$ cat src/rtl/correlator_multi_pkg.sv
// Shared types and packet layout for the multi-channel correlator.
// Packet: header (window number), one byte per channel count, intersection, symmetric difference.
package correlator_pkg;

    typedef enum logic [0:0] {
        ST_IDLE = 1'b0,
        ST_EMIT = 1'b1
    } pkt_state_t;

    localparam int IDX_HDR  = 0;
    localparam int IDX_CNT0 = 1;

    function automatic int pkt_len(input int n_ch);
        return n_ch + 3;
    endfunction

    function automatic int idx_isect(input int n_ch);
        return n_ch + 1;
    endfunction

    function automatic int idx_symdiff(input int n_ch);
        return n_ch + 2;
    endfunction

endpackage

$ cat src/rtl/correlator_multi_if.sv
// Byte stream from the correlator packet FIFO.
// Handshake: a byte moves on a rising edge where valid && ready; while valid && !ready, data holds.
interface correlator_multi_if;

    logic       valid;
    logic       ready;
    logic [7:0] data;

    modport master (output valid, output data, input ready);
    modport slave  (input valid, input data, output ready);

endinterface

$ cat src/rtl/correlator_multi_fifo.sv
// Synchronous FIFO with occupancy count; a pop frees room for a push in the same cycle.
// Flush empties the FIFO and has priority over push and pop.
module fifo #(
    parameter int WIDTH = 8,
    parameter int DEPTH = 16
) (
    input  logic                       clk,
    input  logic                       rst,
    input  logic                       flush,
    input  logic                       push,
    input  logic [WIDTH-1:0]           push_data,
    input  logic                       pop,
    output logic [WIDTH-1:0]           pop_data,
    output logic                       empty,
    output logic [$clog2(DEPTH+1)-1:0] count
);

    localparam int PTR_W = $clog2(DEPTH);
    localparam int CNT_W = $clog2(DEPTH + 1);

    logic [WIDTH-1:0] mem [DEPTH];
    logic [PTR_W-1:0] rd_ptr;
    logic [PTR_W-1:0] wr_ptr;
    logic             do_pop;
    logic             do_push;

    assign do_pop   = pop && (count != '0);
    assign do_push  = push && ((count != CNT_W'(DEPTH)) || do_pop);
    assign empty    = (count == '0);
    assign pop_data = mem[rd_ptr];

    always_ff @(posedge clk) begin
        if (rst || flush) begin
            rd_ptr <= '0;
            wr_ptr <= '0;
            count  <= '0;
        end else begin
            if (do_push) begin
                mem[wr_ptr] <= push_data;
                wr_ptr      <= (wr_ptr == PTR_W'(DEPTH - 1)) ? '0 : wr_ptr + PTR_W'(1);
            end
            if (do_pop) begin
                rd_ptr <= (rd_ptr == PTR_W'(DEPTH - 1)) ? '0 : rd_ptr + PTR_W'(1);
            end
            count <= count + CNT_W'(do_push) - CNT_W'(do_pop);
        end
    end

endmodule

$ cat src/rtl/correlator_multi.sv
// Windowed coincidence counter over N_CH binary channels; each finished window is
// packetised into bytes and queued in a FIFO, or dropped whole when there is no room.
module correlator_multi
    import correlator_pkg::*;
#(
    parameter int N_CH                  = 4,
    parameter int MAX_WINDOW_LENGTH_EXP = 16,
    parameter int MAX_SAMPLE_PERIOD_EXP = 15,
    parameter int PKTFIFO_DEPTH         = 64
) (
    input  logic                                     i_clk,
    input  logic                                     i_rst,
    input  logic                                     i_cg,
    input  logic [N_CH-1:0]                          i_x,
    input  logic [$clog2(MAX_WINDOW_LENGTH_EXP+1)-1:0] i_windowLengthExp,
    input  logic [$clog2(MAX_SAMPLE_PERIOD_EXP+1)-1:0] i_samplePeriodExp,
    input  logic [$clog2(N_CH)-1:0]                  i_selX,
    input  logic [$clog2(N_CH)-1:0]                  i_selY,
    input  logic                                     i_wr_cfg,
    input  logic                                     i_flush,
    correlator_multi_if.master                       bus,
    output logic                                     o_overflow,
    output logic [7:0]                               o_winNum,
    output pkt_state_t                               o_state
);

    localparam int TIME_W    = MAX_WINDOW_LENGTH_EXP;
    localparam int WEXP_W    = $clog2(MAX_WINDOW_LENGTH_EXP + 1);
    localparam int PEXP_W    = $clog2(MAX_SAMPLE_PERIOD_EXP + 1);
    localparam int PER_W     = (MAX_SAMPLE_PERIOD_EXP < 1) ? 1 : MAX_SAMPLE_PERIOD_EXP;
    localparam int PKT_LEN   = pkt_len(N_CH);
    localparam int IDX_W     = $clog2(PKT_LEN);
    localparam int CNT_W     = $clog2(PKTFIFO_DEPTH + 1);
    localparam int NCNT      = N_CH + 2;
    localparam int IDX_ISECT = idx_isect(N_CH);
    localparam int IDX_SYMD  = idx_symdiff(N_CH);

    pkt_state_t         state;
    logic [IDX_W-1:0]   idx;
    logic [WEXP_W-1:0]  wexp;
    logic [PEXP_W-1:0]  pexp;
    logic [PER_W-1:0]   pcnt;
    logic [PER_W-1:0]   last_p;
    logic [TIME_W-1:0]  t;
    logic [TIME_W-1:0]  last_t;
    logic [NCNT-1:0]    smp;
    logic [TIME_W-1:0]  cnt [NCNT];
    logic [TIME_W-1:0]  nxt [NCNT];
    logic [7:0]         pkt [PKT_LEN];
    logic [CNT_W-1:0]   fifo_count;
    logic               fifo_empty;
    logic               strobe, win_end, win_go, room, emit_go, push;

    // Out-of-range exponents are clamped so the window never exceeds the counter width.
    always_comb begin
        wexp = i_windowLengthExp;
        if (i_windowLengthExp > WEXP_W'(MAX_WINDOW_LENGTH_EXP)) wexp = WEXP_W'(MAX_WINDOW_LENGTH_EXP);
        pexp = i_samplePeriodExp;
        if (i_samplePeriodExp > PEXP_W'(MAX_SAMPLE_PERIOD_EXP)) pexp = PEXP_W'(MAX_SAMPLE_PERIOD_EXP);
    end

    assign last_p  = PER_W'((32'd1 << pexp) - 32'd1);
    assign last_t  = TIME_W'((32'd1 << wexp) - 32'd1);
    assign strobe  = (pcnt >= last_p);
    assign win_end = strobe && (t >= last_t);
    assign win_go  = win_end && !i_wr_cfg;
    assign room    = (CNT_W'(PKTFIFO_DEPTH) - fifo_count) >= CNT_W'(PKT_LEN);
    assign emit_go = win_go && (state == ST_IDLE) && room && !i_flush;
    assign push    = i_cg && (state == ST_EMIT);
    assign o_state = state;

    always_comb begin
        smp = {i_x[i_selX] ^ i_x[i_selY], i_x[i_selX] & i_x[i_selY], i_x};
        for (int i = 0; i < NCNT; i++) begin
            nxt[i] = (smp[i] && (cnt[i] != '1)) ? cnt[i] + TIME_W'(1) : cnt[i];
        end
    end

    // Scales a count to full range for the current window, taking the top byte.
    function automatic logic [7:0] to_byte(input logic [TIME_W-1:0] c, input logic [WEXP_W-1:0] we);
        logic [2*TIME_W-1:0] wide;
        wide = {{TIME_W{1'b0}}, c} << (MAX_WINDOW_LENGTH_EXP - int'(we));
        if (|wide[2*TIME_W-1:TIME_W]) return 8'hFF;
        return wide[TIME_W-1 -: 8];
    endfunction

    always_ff @(posedge i_clk) begin
        if (i_rst) begin
            pcnt       <= '0;
            t          <= '0;
            cnt        <= '{default: '0};
            o_winNum   <= '0;
            o_overflow <= 1'b0;
            state      <= ST_IDLE;
            idx        <= '0;
        end else if (i_cg) begin
            if (i_wr_cfg) begin
                pcnt <= '0;
                t    <= '0;
                cnt  <= '{default: '0};
            end else begin
                pcnt <= strobe ? '0 : pcnt + PER_W'(1);
                if (win_end) begin
                    t        <= '0;
                    cnt      <= '{default: '0};
                    o_winNum <= o_winNum + 8'd1;
                end else if (strobe) begin
                    t   <= t + TIME_W'(1);
                    cnt <= nxt;
                end
            end
            if (i_flush) begin
                state      <= ST_IDLE;
                idx        <= '0;
                o_overflow <= 1'b0;
            end else begin
                if (win_go && !emit_go) o_overflow <= 1'b1;
                case (state)
                    ST_IDLE: begin
                        if (emit_go) begin
                            state <= ST_EMIT;
                            idx   <= '0;
                        end
                    end
                    ST_EMIT: begin
                        if (idx == IDX_W'(PKT_LEN - 1)) begin
                            state <= ST_IDLE;
                            idx   <= '0;
                        end else begin
                            idx <= idx + IDX_W'(1);
                        end
                    end
                    default: state <= ST_IDLE;
                endcase
            end
        end
    end

    // The snapshot includes the sample taken on the window-ending strobe.
    always_ff @(posedge i_clk) begin
        if (!i_rst && i_cg && emit_go) begin
            pkt[IDX_HDR] <= o_winNum;
            for (int c = 0; c < N_CH; c++) begin
                pkt[IDX_CNT0 + c] <= to_byte(nxt[c], wexp);
            end
            pkt[IDX_ISECT] <= to_byte(nxt[N_CH], wexp);
            pkt[IDX_SYMD]  <= to_byte(nxt[N_CH + 1], wexp);
        end
    end

    fifo #(
        .WIDTH (8),
        .DEPTH (PKTFIFO_DEPTH)
    ) u_fifo (
        .clk       (i_clk),
        .rst       (i_rst),
        .flush     (i_cg && i_flush),
        .push      (push),
        .push_data (pkt[idx]),
        .pop       (i_cg && bus.ready),
        .pop_data  (bus.data),
        .empty     (fifo_empty),
        .count     (fifo_count)
    );

    assign bus.valid = !fifo_empty;

endmodule

$ cat src/flat_wrapper.sv
// flat-port wrapper written by rule: the top's interface ports become plain ports
module correlator_multi_flat import correlator_pkg::*;
#(
    parameter int N_CH                  = 4,
    parameter int MAX_WINDOW_LENGTH_EXP = 16,
    parameter int MAX_SAMPLE_PERIOD_EXP = 15,
    parameter int PKTFIFO_DEPTH         = 64
)
  (i_clk, i_rst, i_cg, i_x, i_windowLengthExp, i_samplePeriodExp, i_selX, i_selY, i_wr_cfg, i_flush, o_overflow, o_winNum, o_state, bus_valid, bus_data, bus_ready);
  correlator_multi_if bus_i ();
  input  logic i_clk;
  input  logic i_rst;
  input  logic i_cg;
  input  logic [N_CH-1:0] i_x;
  input  logic [$clog2(MAX_WINDOW_LENGTH_EXP+1)-1:0] i_windowLengthExp;
  input  logic [$clog2(MAX_SAMPLE_PERIOD_EXP+1)-1:0] i_samplePeriodExp;
  input  logic [$clog2(N_CH)-1:0] i_selX;
  input  logic [$clog2(N_CH)-1:0] i_selY;
  input  logic i_wr_cfg;
  input  logic i_flush;
  output logic o_overflow;
  output logic [7:0] o_winNum;
  output pkt_state_t o_state;
  output wire logic [$bits(bus_i.valid)-1:0] bus_valid;
  output wire logic [$bits(bus_i.data)-1:0] bus_data;
  input wire logic [$bits(bus_i.ready)-1:0] bus_ready;
  assign bus_valid = bus_i.valid;
  assign bus_data = bus_i.data;
  assign bus_i.ready = bus_ready;
  correlator_multi #(.N_CH(N_CH), .MAX_WINDOW_LENGTH_EXP(MAX_WINDOW_LENGTH_EXP), .MAX_SAMPLE_PERIOD_EXP(MAX_SAMPLE_PERIOD_EXP), .PKTFIFO_DEPTH(PKTFIFO_DEPTH)) u_core (.i_clk(i_clk), .i_rst(i_rst), .i_cg(i_cg), .i_x(i_x), .i_windowLengthExp(i_windowLengthExp), .i_samplePeriodExp(i_samplePeriodExp), .i_selX(i_selX), .i_selY(i_selY), .i_wr_cfg(i_wr_cfg), .i_flush(i_flush), .bus(bus_i), .o_overflow(o_overflow), .o_winNum(o_winNum), .o_state(o_state));
endmodule
$ cat config.mk
export PLATFORM = sky130hd
export DESIGN_NAME = correlator_multi_flat
export DESIGN_NICKNAME = d
export VERILOG_FILES = /design/src/rtl/correlator_multi_pkg.sv /design/src/rtl/correlator_multi_if.sv /design/src/rtl/correlator_multi_fifo.sv /design/src/rtl/correlator_multi.sv /design/src/flat_wrapper.sv
export SDC_FILE = /design/constraint.sdc
export NUM_CORES = 1
export LEC_CHECK = 0
export ABC_AREA = 1
export BUFFER_PORTS_ARGS = -buffer_cell sky130_fd_sc_hd__buf_4
export CAP_MARGIN = 40
export CORE_AREA = 2 2 334 336
export DETAILED_ROUTE_END_ITERATION = 16
export DIE_AREA = 0 0 336 338
export PLACE_DENSITY = 0.52
export SKIP_CTS_REPAIR_TIMING = 1
export SLEW_MARGIN = 40
export SYNTH_ARGS = -nofsm -noshare
export SYNTH_HDL_FRONTEND = slang
export SYNTH_HIERARCHICAL = 1
export SYNTH_SLANG_ARGS = --single-unit
$ cat constraint.sdc
create_clock -name i_clk -period 12.8 [get_ports i_clk]
set_clock_uncertainty 0.05 [all_clocks]
set_input_delay 1.28 -clock i_clk [delete_from_list [all_inputs] [get_ports i_clk]]
set_output_delay 1.28 -clock i_clk [all_outputs]
set_load 0.05 [all_outputs]
# Yosys cells after proc, flatten, opt, wreduce, memory -nomap -nowiden
# Memory sizes are Yosys's and may differ from the RTL's. A register that Yosys moved wholly into a read port is not among the register bits.
# Cells that the tools add are included.
dict set report totals {
  ramBits 568
  n_memories 2
  word_cells 176
  regBits 159
}
dict set report op_classes {
  n_mux 71
  magnitude_cmp 7
  eq_ne 11
  bitwise 4
  n_reduce_logical 40
  shifts 8
  n_addsub 18
}
# memory words word_bits read_ports rd_clocked_by_memory_dff write_ports line_no
set mem_list {}
lappend mem_list {u_core.u_fifo.mem 64 8 1 1 1 correlator_multi_fifo.sv:21} ;# logic [WIDTH-1:0] mem [DEPTH];
lappend mem_list {u_core.pkt 7 8 1 1 7 correlator_multi.sv:49} ;# logic [7:0] pkt [PKT_LEN];
# cell count
set ops {}
lappend ops {{$mux 96} 3}
lappend ops {{$shl 16x32->32} 6}
lappend ops {{$mux 16} 9}
lappend ops {{$mux 8} 18}
lappend ops {{$add 16x1->16 const B} 7}
lappend ops {{$ne 16x16->1 const B} 6}
lappend ops {{$reduce_or 16->1} 6}
lappend ops {{$mux 15} 2}
lappend ops {{$mux 1} 24}
lappend ops {{$mux 6} 4}
lappend ops {{$logic_and 1x1->1} 19}
lappend ops {{$ge 16x16->1} 1}
lappend ops {{$shl 1x5->16 const A} 1}
lappend ops {{$sub 16x1->16 const B} 1}
lappend ops {{$add 15x1->15 const B} 1}
lappend ops {{$ge 15x15->1} 1}
lappend ops {{$mux 3} 5}
lappend ops {{$shl 1x4->15 const A} 1}
lappend ops {{$sub 15x1->15 const B} 1}
lappend ops {{$add 6x1->6 const B} 2}
lappend ops {{$eq 6x6->1 const B} 2}
lappend ops {{$add 8x1->8 const B} 1}
lappend ops {{$add 7x1->7} 1}
lappend ops {{$ge 7x3->1 const B} 1}
lappend ops {{26 further kinds} 36}

# Depth between registers and ports, before layout
# Gate-level depths: netlist of the first run.
dict set report logic_depth {
  depth_word 15
  ltp_mapped 28
  mapped_depth_nobuf 25
}

# Hierarchy
# Netlist of the first run, hierarchy kept.
# mod seq_area_each_um2 cells_each instances area_per_inst_um2
set modules_own_cells {}
lappend modules_own_cells {fifo 15875.2 1944 1 22436.5}
lappend modules_own_cells {correlator_multi 4544.4 3211 1 19019.5}

# Worst setup path before layout of the first run
# OpenSTA, ideal clock, no wires.
dict set report synth_timing {
  path_type {input-to-reg}
  startpoint {input i_windowLengthExp[0]}
  endpoint {memory u_core.pkt[0][0], enable pin}
  arrival_ps 9523
  t_required_ps 12142
  path_buffers 2
  cell_stages 21
  slack_ps 2618
  path_cell_list {inv_1 > nor2_1 > inv_1 > buf_2 > buf_1 > ha_1 > inv_1 > nor2_1 > nand2_1 > ha_1 > and3_1 > nand3_1 > nor2_1 > xor2_1 > ha_1 > inv_1 > o31ai_1 > a21oi_1 > o21ai_0 > nand4_1 > nor4_1}
}
# element line_no
set synth_lines {}
lappend synth_lines {{start, declared} flat_wrapper.sv:15} ;# input logic [$clog2(MAX_WINDOW_LENGTH_EXP+1)-1:0] i_windowLengthExp;
lappend synth_lines {{end, declared} correlator_multi.sv:49}

# Final worst setup path of the first run
dict set report layout_timing {
  startpoint {input i_windowLengthExp[4]}
  endpoint {register u_core.t[15]}
}
dict set report layout_via {
  elab_chain_len 8
  word_cells_on_any_way 10
  cone_classes {add/sub: 1; order compare: 2; shift: 1; mux: 3; reduce/logical: 3}
}
# element line_no
set layout_lines {}
lappend layout_lines {{$gt 5x5->1} correlator_multi.sv:57} ;# if (i_windowLengthExp > WEXP_W'(MAX_WINDOW_LENGTH_EXP)) wexp = WEXP_W'(MAX_WINDOW_LENGTH_EXP);
lappend layout_lines {{$mux 5 *} correlator_multi.sv:57}
lappend layout_lines {{$shl 1x5->16 *} correlator_multi.sv:63} ;# assign last_t = TIME_W'((32'd1 << wexp) - 32'd1);
lappend layout_lines {{$sub 16x1->16 *} correlator_multi.sv:63}
lappend layout_lines {{$ge 16x16->1 *} correlator_multi.sv:65} ;# assign win_end = strobe && (t >= last_t);
lappend layout_lines {{$logic_and 1x1->1 *} correlator_multi.sv:65}
lappend layout_lines {{$reduce_bool 3->1 (no source line) or $mux 16 (tied branches)} --}
lappend layout_lines {{$reduce_and 2->1 (no source line) or $mux 16 (tied branches)} --}
lappend layout_lines {{end signal, assigned} correlator_multi.sv:108} ;# t <= t + TIME_W'(1);
lappend layout_lines {{end, declared} correlator_multi.sv:44} ;# logic [TIME_W-1:0] t;
# Mark *: on every way between the ends. The rest lies on a longest branch, timed or not.
# A chain may end at the register's enable or synchronous reset.

==> flow_metrics.py, run 1 <==
metrics = {
    "power": {
        "power.density_nw_per_um2": 136,
        "vdd_drop_max_mv": 0.0925,
        "p_leak_nw": 17.4,
        "p_total_mw": 6.20,
    },
    "die": {
        "ios": 42,
        "die_x_um": 336,
        "rows": 122,
        "initial_utilization_pct": 37.7,
        "core_area_um2": 110000,
        "die_h_um": 338,
        "dieArea_um2": 114000,
    },
    "grt": {
        "grt.total_usage_pct": 21.8,
        "grt_pass1_vias": 33100,
        "grt_max_degree": 97,
        "antenna_found_initial": 2,
        "grt_pass1_wl_mm": 194,
        "gr-total-overflow": 0,
    },
    "yosys": {
        "synthMuxAreaShare_pct": 0,
        "synth_flop_cell": "edfxtp_1",
        "postSynth.asyncResetShare_pct": 0,
        "synth.top_cells.by_area": "edfxtp_1 41%, nand2_1 15%, nand3_1 14%",
        "yosys.area_share.adder_pct": 1.86,
        "syn_nets": 5239,
        "yosys.area.top_type": "edfxtp_1",
        "synthCells": 5155,
        "yosys.area_share.xor_xnor_pct": 1.75,
        "synthTopCellsByCount": "1,661 x nand2_1, 1,160 x nand3_1, 568 x edfxtp_1, 288 x nor2_1, 238 x inv_1",
        "synth_compound_area_share_pct": 5.20,
        "yosysTopAreaCellShare_pct": 41.1,
        "ys_seq_area_share_pct": 49.3,
        "synth_top_family_by_area": "simple AND/OR/NAND/NOR gates",
        "ys.warnings.count": 6,
        "netlist_area_um2": 41500,
        "yosys.area_share.simple_pct": 36.1,
        "ys_types": 64,
        "syn_area_per_cell_um2": 8.04,
        "yosysMostFrequentCell": "nand2_1",
        "synth-edff-count": 568,
        "synth_seq_cells": 736,
    },
    "timing": {
        "hold_viol": 0,
        "setup_ws_ns": 6.79,
        "grt_setup_unrepaired": "false",
        "fin_crit_ns": 6.01,
        "tns_ns": 0,
        "finalSetupViolations": 0,
        "tightestPinTransition_ns": 0.879,
        "max-slew-margin-rel_pct": 41.2,
        "drv_slew": 0,
        "clock.fmax_ghz": 0.166,
        "period_share_pct": 47.0,
    },
    "detailed_routing": {
        "vias": 35000,
        "wire_per_inst_um": 18.7,
        "routed_wirelength_mm": 124,
        "first_pass_iters": 6,
        "via_per_inst": 5.28,
        "drc_errors": 0,
        "drtIter0Drc": 2527,
        "ant_nets": 0,
    },
    "critical_path": {
        "slowest_stage": "buf_4",
        "timing.rr.end": "u_core/cnt[63]$_SDFFE_PP0P_",
        "worstPathArrival_ns": 6.54,
        "worst_setup_path_end_kind": "register",
        "cp_max_fo": 42,
        "reg2reg_slack_ns": 8.54,
        "reg2regPathDepth": 15,
        "critPathKind": "input pin to register",
        "r2r_start": "u_core/pcnt[2]$_SDFFE_PP0P_",
        "cp-start-kind": "input pin",
        "critical_path.startpoint": "i_windowLengthExp[4]",
        "cp_common_cell": "buf_4",
        "crit_required_ns": 13.32,
        "cp_slowest_stage_delay_ns": 0.56,
        "crit_end": "u_core/t[15]$_SDFFE_PP0P_",
    },
    "placed_design": {
        "gp_congestion": 0.879,
        "dp_slack_ns": 6.10,
        "dp_hpwl_mm": 79.9,
        "placed_area_um2": 42800,
        "dpl.cell_count": 6462,
        "port-buffer-count": 41,
    },
    "clock_network": {
        "cts_tree": "done",
        "numClockSinks": 736,
        "cts_buffers": 85,
        "htreeDepth": 3,
        "path_clk_slew_ns": 0.06,
        "cts_root_buf": "clkbuf_16",
        "insertion_delay_ns": 0.66,
        "cts_buffer_depth": 3,
    },
    "outcome": {
        "status": "finished, final reports clean",
    },
    "final_layout": {
        "instances_no_fill": 6623,
        "nets": 5148,
        "drive_gt1_share_pct": 7.28,
        "areaGrowthSynthToFinish_pct": 9.88,
        "nFillCells": 11200,
        "final_area_um2": 45600,
    },
    "min_path": {
        "hold_path_class": "register to register",
    },
    "run": {
        "maxCapViolCount": 0,
    },
}
[final cells by class]
cell class / instances / area [um2] / area share (%)
sequential: 736 / 20400 / 44.8
multi-input combinational: 3902 / 18800 / 41.3
clock buffer: 116 / 2310 / 5.08
tap: 1488 / 1860 / 4.09
inverter: 248 / 947 / 2.08
timing repair buffer: 91 / 783 / 1.72
clock inverter: 41 / 397 / 0.871
antenna: 1 / 2.50 / 0.00549
[report_power, final]
part           total [mW]  switching (mW)  internal (mW)
clock network        2.38            1.01           1.37
logic                1.21           0.855          0.359
registers            2.61          0.0413           2.57
total                6.21            1.90           4.30
[cell usage in the layout (no fill, tap or decap), drive strengths merged, types with 31 or more instances in the layout]
master | netlist | routed
a21oi | 136 | 136
buf | 185 | 91
clkbuf | 84 | 116
clkinv | 1 | 31
dfxtp | 168 | 168
edfxtp | 568 | 568
ha | 60 | 60
inv | 247 | 250
nand2 | 1714 | 1714
nand3 | 1168 | 1168
nand4 | 130 | 130
nor2 | 315 | 315
o21ai | 205 | 205
xor2 | 59 | 59
[flip-flops by register name (all words and copies together) (netlist names), 3 cells and up, named ones only]
name / cells
u_core/u_fifo/rd_ptr: 6
u_core/u_fifo/mem: 512
u_core/pcnt: 15
u_core/pkt: 56
u_core/u_fifo/wr_ptr: 6
u_core/u_fifo/count: 7
u_core/o_winNum: 8
u_core/t: 16
u_core/cnt: 96
u_core/idx: 3
[metal layers]
| layer | vias up | share of wire (%) | GRT usage [%] |
|---|---|---|---|
| li1 | 17500 | - | - |
| met1 | 16500 | 45 | 28.5 |
| met2 | 744 | 48 | 37.6 |
| met3 | 185 | 4.0 | 2.67 |
| met4 | 2 | 2.9 | 6.49 |
| met5 | - | 0.010 | 0 |
[critical path: cells and delay by family]
| kind | cells | cell delay (ns) |
|---|---|---|
| AOI/OAI and AO/OA | 3 | 0.49 |
| xor gates and xnor gates | 1 | 0.20 |
| adders and majority gates | 3 | 0.97 |
| buffers and inverters | 7 | 1.96 |
| and+or+nand+nor | 12 | 1.59 |
[through the flow]
step	utilization [%]	hold WS (ns)
6_report	41.4	0.464
5_1_grt	41.4	0.498
4_1_cts	41.3	0.461
3_5_place_dp	38.9	0.453
3_3_place_gp	38.7	0.443
2_1_floorplan	-	0.421
[worst min-delay path by stage]
stage                                      from                     endpoint  slack [ns]  cells past startpoint
finish               u_core/idx[2]$_SDFFE_PP0P_                     register        0.46                      2
global route        u_core/pcnt[1]$_SDFFE_PP0P_  u_core/pcnt[1]$_SDFFE_PP0P_        0.50                      2
CTS                  u_core/idx[2]$_SDFFE_PP0P_                     register        0.46                      2
detailed placement  u_core/pcnt[0]$_SDFFE_PP0P_  u_core/pcnt[0]$_SDFFE_PP0P_        0.45                      2
global placement    u_core/pcnt[0]$_SDFFE_PP0P_  u_core/pcnt[0]$_SDFFE_PP0P_        0.44                      2
floorplan           u_core/pcnt[0]$_SDFFE_PP0P_  u_core/pcnt[0]$_SDFFE_PP0P_        0.42                      2
[cell families (layout without fill, tap and decap cells)]
group                    after synthesis  in the layout
buffers and inverters                517            496
adder cells (fa/ha/maj)               61             61
other                                  0              1
flip-flops                           736            736
XOR/XNOR                              82             82
AND/OR/NAND/NOR                     3372           3372
AO/OA/AOI/OAI                        387            387
No activity file was read; power rests on OpenSTA's default activity.
==> inputs of run 2 (changes only) <==
ABC_AREA = 0   (was 1)
CORE_AREA = 2 2 338 340   (was 2 2 334 336)
DIE_AREA = 0 0 340 342   (was 0 0 336 338)
PLACE_DENSITY = 0.54   (was 0.52)
clock period = 5.3 ns   (was 12.8 ns; I/O delays follow)
==> run 2 against run 1 <==
  * Hold slack got worse by 0.30 ns
  * Sequential share of layout area decreased by 1.5 points
  * Area after synthesis increased by 2.3%
  * Wire length is 8.2% higher
  * Cell area is 3.5% higher
  * Utilization up 0.31 points
  * Sequential power increased by 140%
  * Power up 120%
  * Register-to-register slack worse by 7.8 ns
  * Synthesized cell count down 23%
==> flow_metrics.py, run 2 <==
metrics = {
    "critical_path": {
        "critPathKind": "register to register",
        "timing.rr.end": "u_core/pkt[1][1]$_SDFFCE_PP1P_",
        "cp_max_fo": 9,
        "worstPathArrival_ns": 4.85,
        "reg2reg_slack_ns": 0.75,
        "worst_setup_path_end_kind": "register",
        "cp-start-kind": "register",
        "crit_required_ns": 5.60,
        "crit_end": "u_core/pkt[1][1]$_SDFFCE_PP1P_",
        "reg2regPathDepth": 11,
        "critical_path.startpoint": "u_core/cnt[80]$_SDFFE_PP0P_",
        "r2r_start": "u_core/cnt[80]$_SDFFE_PP0P_",
    },
    "yosys": {
        "syn_nets": 4045,
        "synth_seq_cells": 736,
        "ys_seq_area_share_pct": 48.1,
        "ys_types": 118,
        "yosysTopAreaCellShare_pct": 40.2,
        "postSynth.asyncResetShare_pct": 0,
        "synth_flop_cell": "edfxtp_1",
        "yosys.area.top_type": "edfxtp_1",
        "ys.warnings.count": 6,
        "synth.top_cells.by_area": "edfxtp_1 40%, dfxtp_1 7.9%, mux4_2 6.7%",
        "synth-edff-count": 568,
        "synthTopCellsByCount": "568 x edfxtp_1, 337 x nor2_1, 325 x nand2_1, 238 x o21ai_0, 204 x a21oi_1",
        "syn_area_per_cell_um2": 10.7,
        "yosysMostFrequentCell": "edfxtp_1",
        "netlist_area_um2": 42400,
        "synthCells": 3961,
    },
    "power": {
        "power.density_nw_per_um2": 293,
        "seqPwrFrac_pct": 45.1,
        "p_int_mw": 10.2,
        "vdd_drop_max_mv": 0.251,
        "switching_power_mw": 3.68,
        "clockPowerShare_pct": 41.3,
        "p_leak_nw": 13.8,
        "p_sw_share_pct": 26.6,
        "p_comb_share_pct": 13.6,
    },
    "grt": {
        "grt_pass1_wl_mm": 204,
        "gr-total-overflow": 0,
        "grt.total_usage_pct": 22.5,
        "grt_max_degree": 149,
        "antenna_found_initial": 1,
        "grt_pass1_vias": 32100,
    },
    "min_path": {
        "hold_path_class": "input pin to register",
    },
    "detailed_routing": {
        "vias": 33700,
        "drtIter0Drc": 3351,
        "dr.max_layer_used": "met5",
        "wl_met2_mm": 62.3,
        "routed_wirelength_mm": 134,
        "wire_per_inst_um": 24.6,
        "ant_nets": 0,
        "first_pass_iters": 6,
        "wl_met3_mm": 8.09,
        "via_per_inst": 6.18,
        "drt-met1-wl_mm": 58.1,
        "drc_errors": 0,
    },
    "die": {
        "ios": 42,
        "die_x_um": 340,
        "initial_utilization_pct": 37.5,
        "rows": 124,
        "die_h_um": 342,
        "core_area_um2": 113000,
        "dieArea_um2": 116000,
    },
    "timing": {
        "tightestPinTransition_ns": 0.947,
        "max-slew-margin-rel_pct": 35.1,
        "period_share_pct": 85.8,
        "hold_viol": 0,
        "drv_slew": 0,
        "clock.fmax_ghz": 0.220,
        "fin_crit_ns": 4.55,
        "grt_setup_unrepaired": "false",
        "finalSetupViolations": 0,
        "hold_slack_ns": 0.167,
        "tns_ns": 0,
    },
    "final_layout": {
        "final_area_um2": 47200,
        "nets": 3958,
        "reg_top3": "u_core/u_fifo/mem (512), u_core/cnt (96), u_core/pkt (56)",
        "largest_register": "u_core/u_fifo/mem",
        "final_cell_mix": "568 x edfxtp_1, 324 x nand2_1, 298 x nor2_1",
        "drive_gt1_share_pct": 15.1,
        "n_antenna_cell": 0,
        "layout_commonest_cell": "edfxtp_1",
        "areaGrowthSynthToFinish_pct": 11.2,
        "largest_reg_flops": 512,
    },
    "placed_design": {
        "port-buffer-count": 41,
        "gp_congestion": 0.914,
        "dp_hpwl_mm": 91.8,
        "placed_area_um2": 44400,
    },
    "clock_network": {
        "insertion_delay_ns": 0.65,
        "htreeDepth": 3,
        "numClockSinks": 736,
        "cts_buffer_depth": 3,
        "cts_root_buf": "clkbuf_16",
        "cts_tree": "done",
        "cts_buffers": 82,
        "path_clk_slew_ns": 0.06,
    },
    "run": {
        "maxCapViolCount": 0,
    },
    "outcome": {
        "status": "finished, final reports clean",
    },
}
-- run 2: cell types whose count changed after synthesis, sizes merged, moves of 69 or more --
cell,previous run,this run
nand3,1168,138
nand2,1714,325
inv,247,52
clkbuf,84,185
mux2i,0,84
a21oi,136,205
nor3,22,132
mux4,0,131
-- run 2: power groups by stage --
stage / clock network, mW / registers [mW] / logic, mW
2_1_floorplan: 0 / 6.33 / 1.30
3_3_place_gp: 0 / 6.37 / 1.84
3_5_place_dp: 0 / 6.37 / 1.85
4_1_cts: 5.87 / 6.24 / 1.85
5_1_grt: 6.07 / 6.25 / 2.02
6_report: 5.71 / 6.24 / 1.88
-- run 2: area by class of cell --
| type | count | area [um2] |
|---|---|---|
| inverter | 53 | 204 |
| tap | 1512 | 1890 |
| timing repair buffer | 152 | 1330 |
| fill | 10800 | 65900 |
| sequential | 736 | 20400 |
| clock inverter | 44 | 512 |
| clock buffer | 107 | 2190 |
| multi-input combinational | 2849 | 20600 |
-- run 2: how the worst min path moves through the flow --
stage | from | endpoint | depth (start not counted)
floorplan | u_core/t[15]$_SDFFE_PP0P_ | u_core/t[15]$_SDFFE_PP0P_ | 2
global placement | u_core/u_fifo/rd_ptr[1]$_SDFFE_PP0N_ | register | 2
detailed placement | u_core/u_fifo/rd_ptr[1]$_SDFFE_PP0N_ | register | 2
CTS | i_flush | u_core/o_state$_SDFFE_PP0P_ | 4
global route | i_rst | u_core/o_winNum[2]$_SDFFE_PP0P_ | 2
finish | i_flush | u_core/o_state$_SDFFE_PP0P_ | 4
-- run 2: metal layers --
layer	track usage (%)	vias to the layer above
met2	36.4	1287
met4	9.26	2
li1	-	15400
met3	2.96	271
met5	0	-
met1	30.5	16700
-- run 2: cell families (layout without fill, tap and decap cells) --
group                      after synthesis  count (layout)  share of synthesized area [%]
AOI/OAI and AO/OA                     1130            1130                           18.7
xor gates and xnor gates                59              59                           1.24
adders and majority gates               61              61                           1.82
buffers and inverters                  376             356                           4.08
DFF                                    736             736                           48.1
muxes                                  257             257                           10.1
and+or+nand+nor                       1342            1342                           16.0
-- run 2: metrics by stage --
step | std cells | power, mW | setup WS, ns | util [%]
after floorplan | 3961 | 7.64 | -0.744 | -
after global placement | 5301 | 8.21 | 0.258 | 39.2
after detailed placement | 5301 | 8.21 | 0.139 | 39.3
after CTS | 5452 | 14.0 | 0.817 | 41.6
after global routing | 5453 | 14.3 | 0.328 | 41.7
final | 5453 | 13.8 | 0.752 | 41.7
-- run 2: critical path, cell delays in order, from the launching register on --
cell and delay, ns:
dfxtp_1 0.60, ha_1 0.34, nand2_1 0.26, nor3_2 0.52, nand2_1 0.24, nor2_1 0.40, a31oi_1 0.18, o21ai_0 0.49
a221oi_1 0.18, a31o_2 0.28, a2111oi_4 0.49, nand2_1 0.22
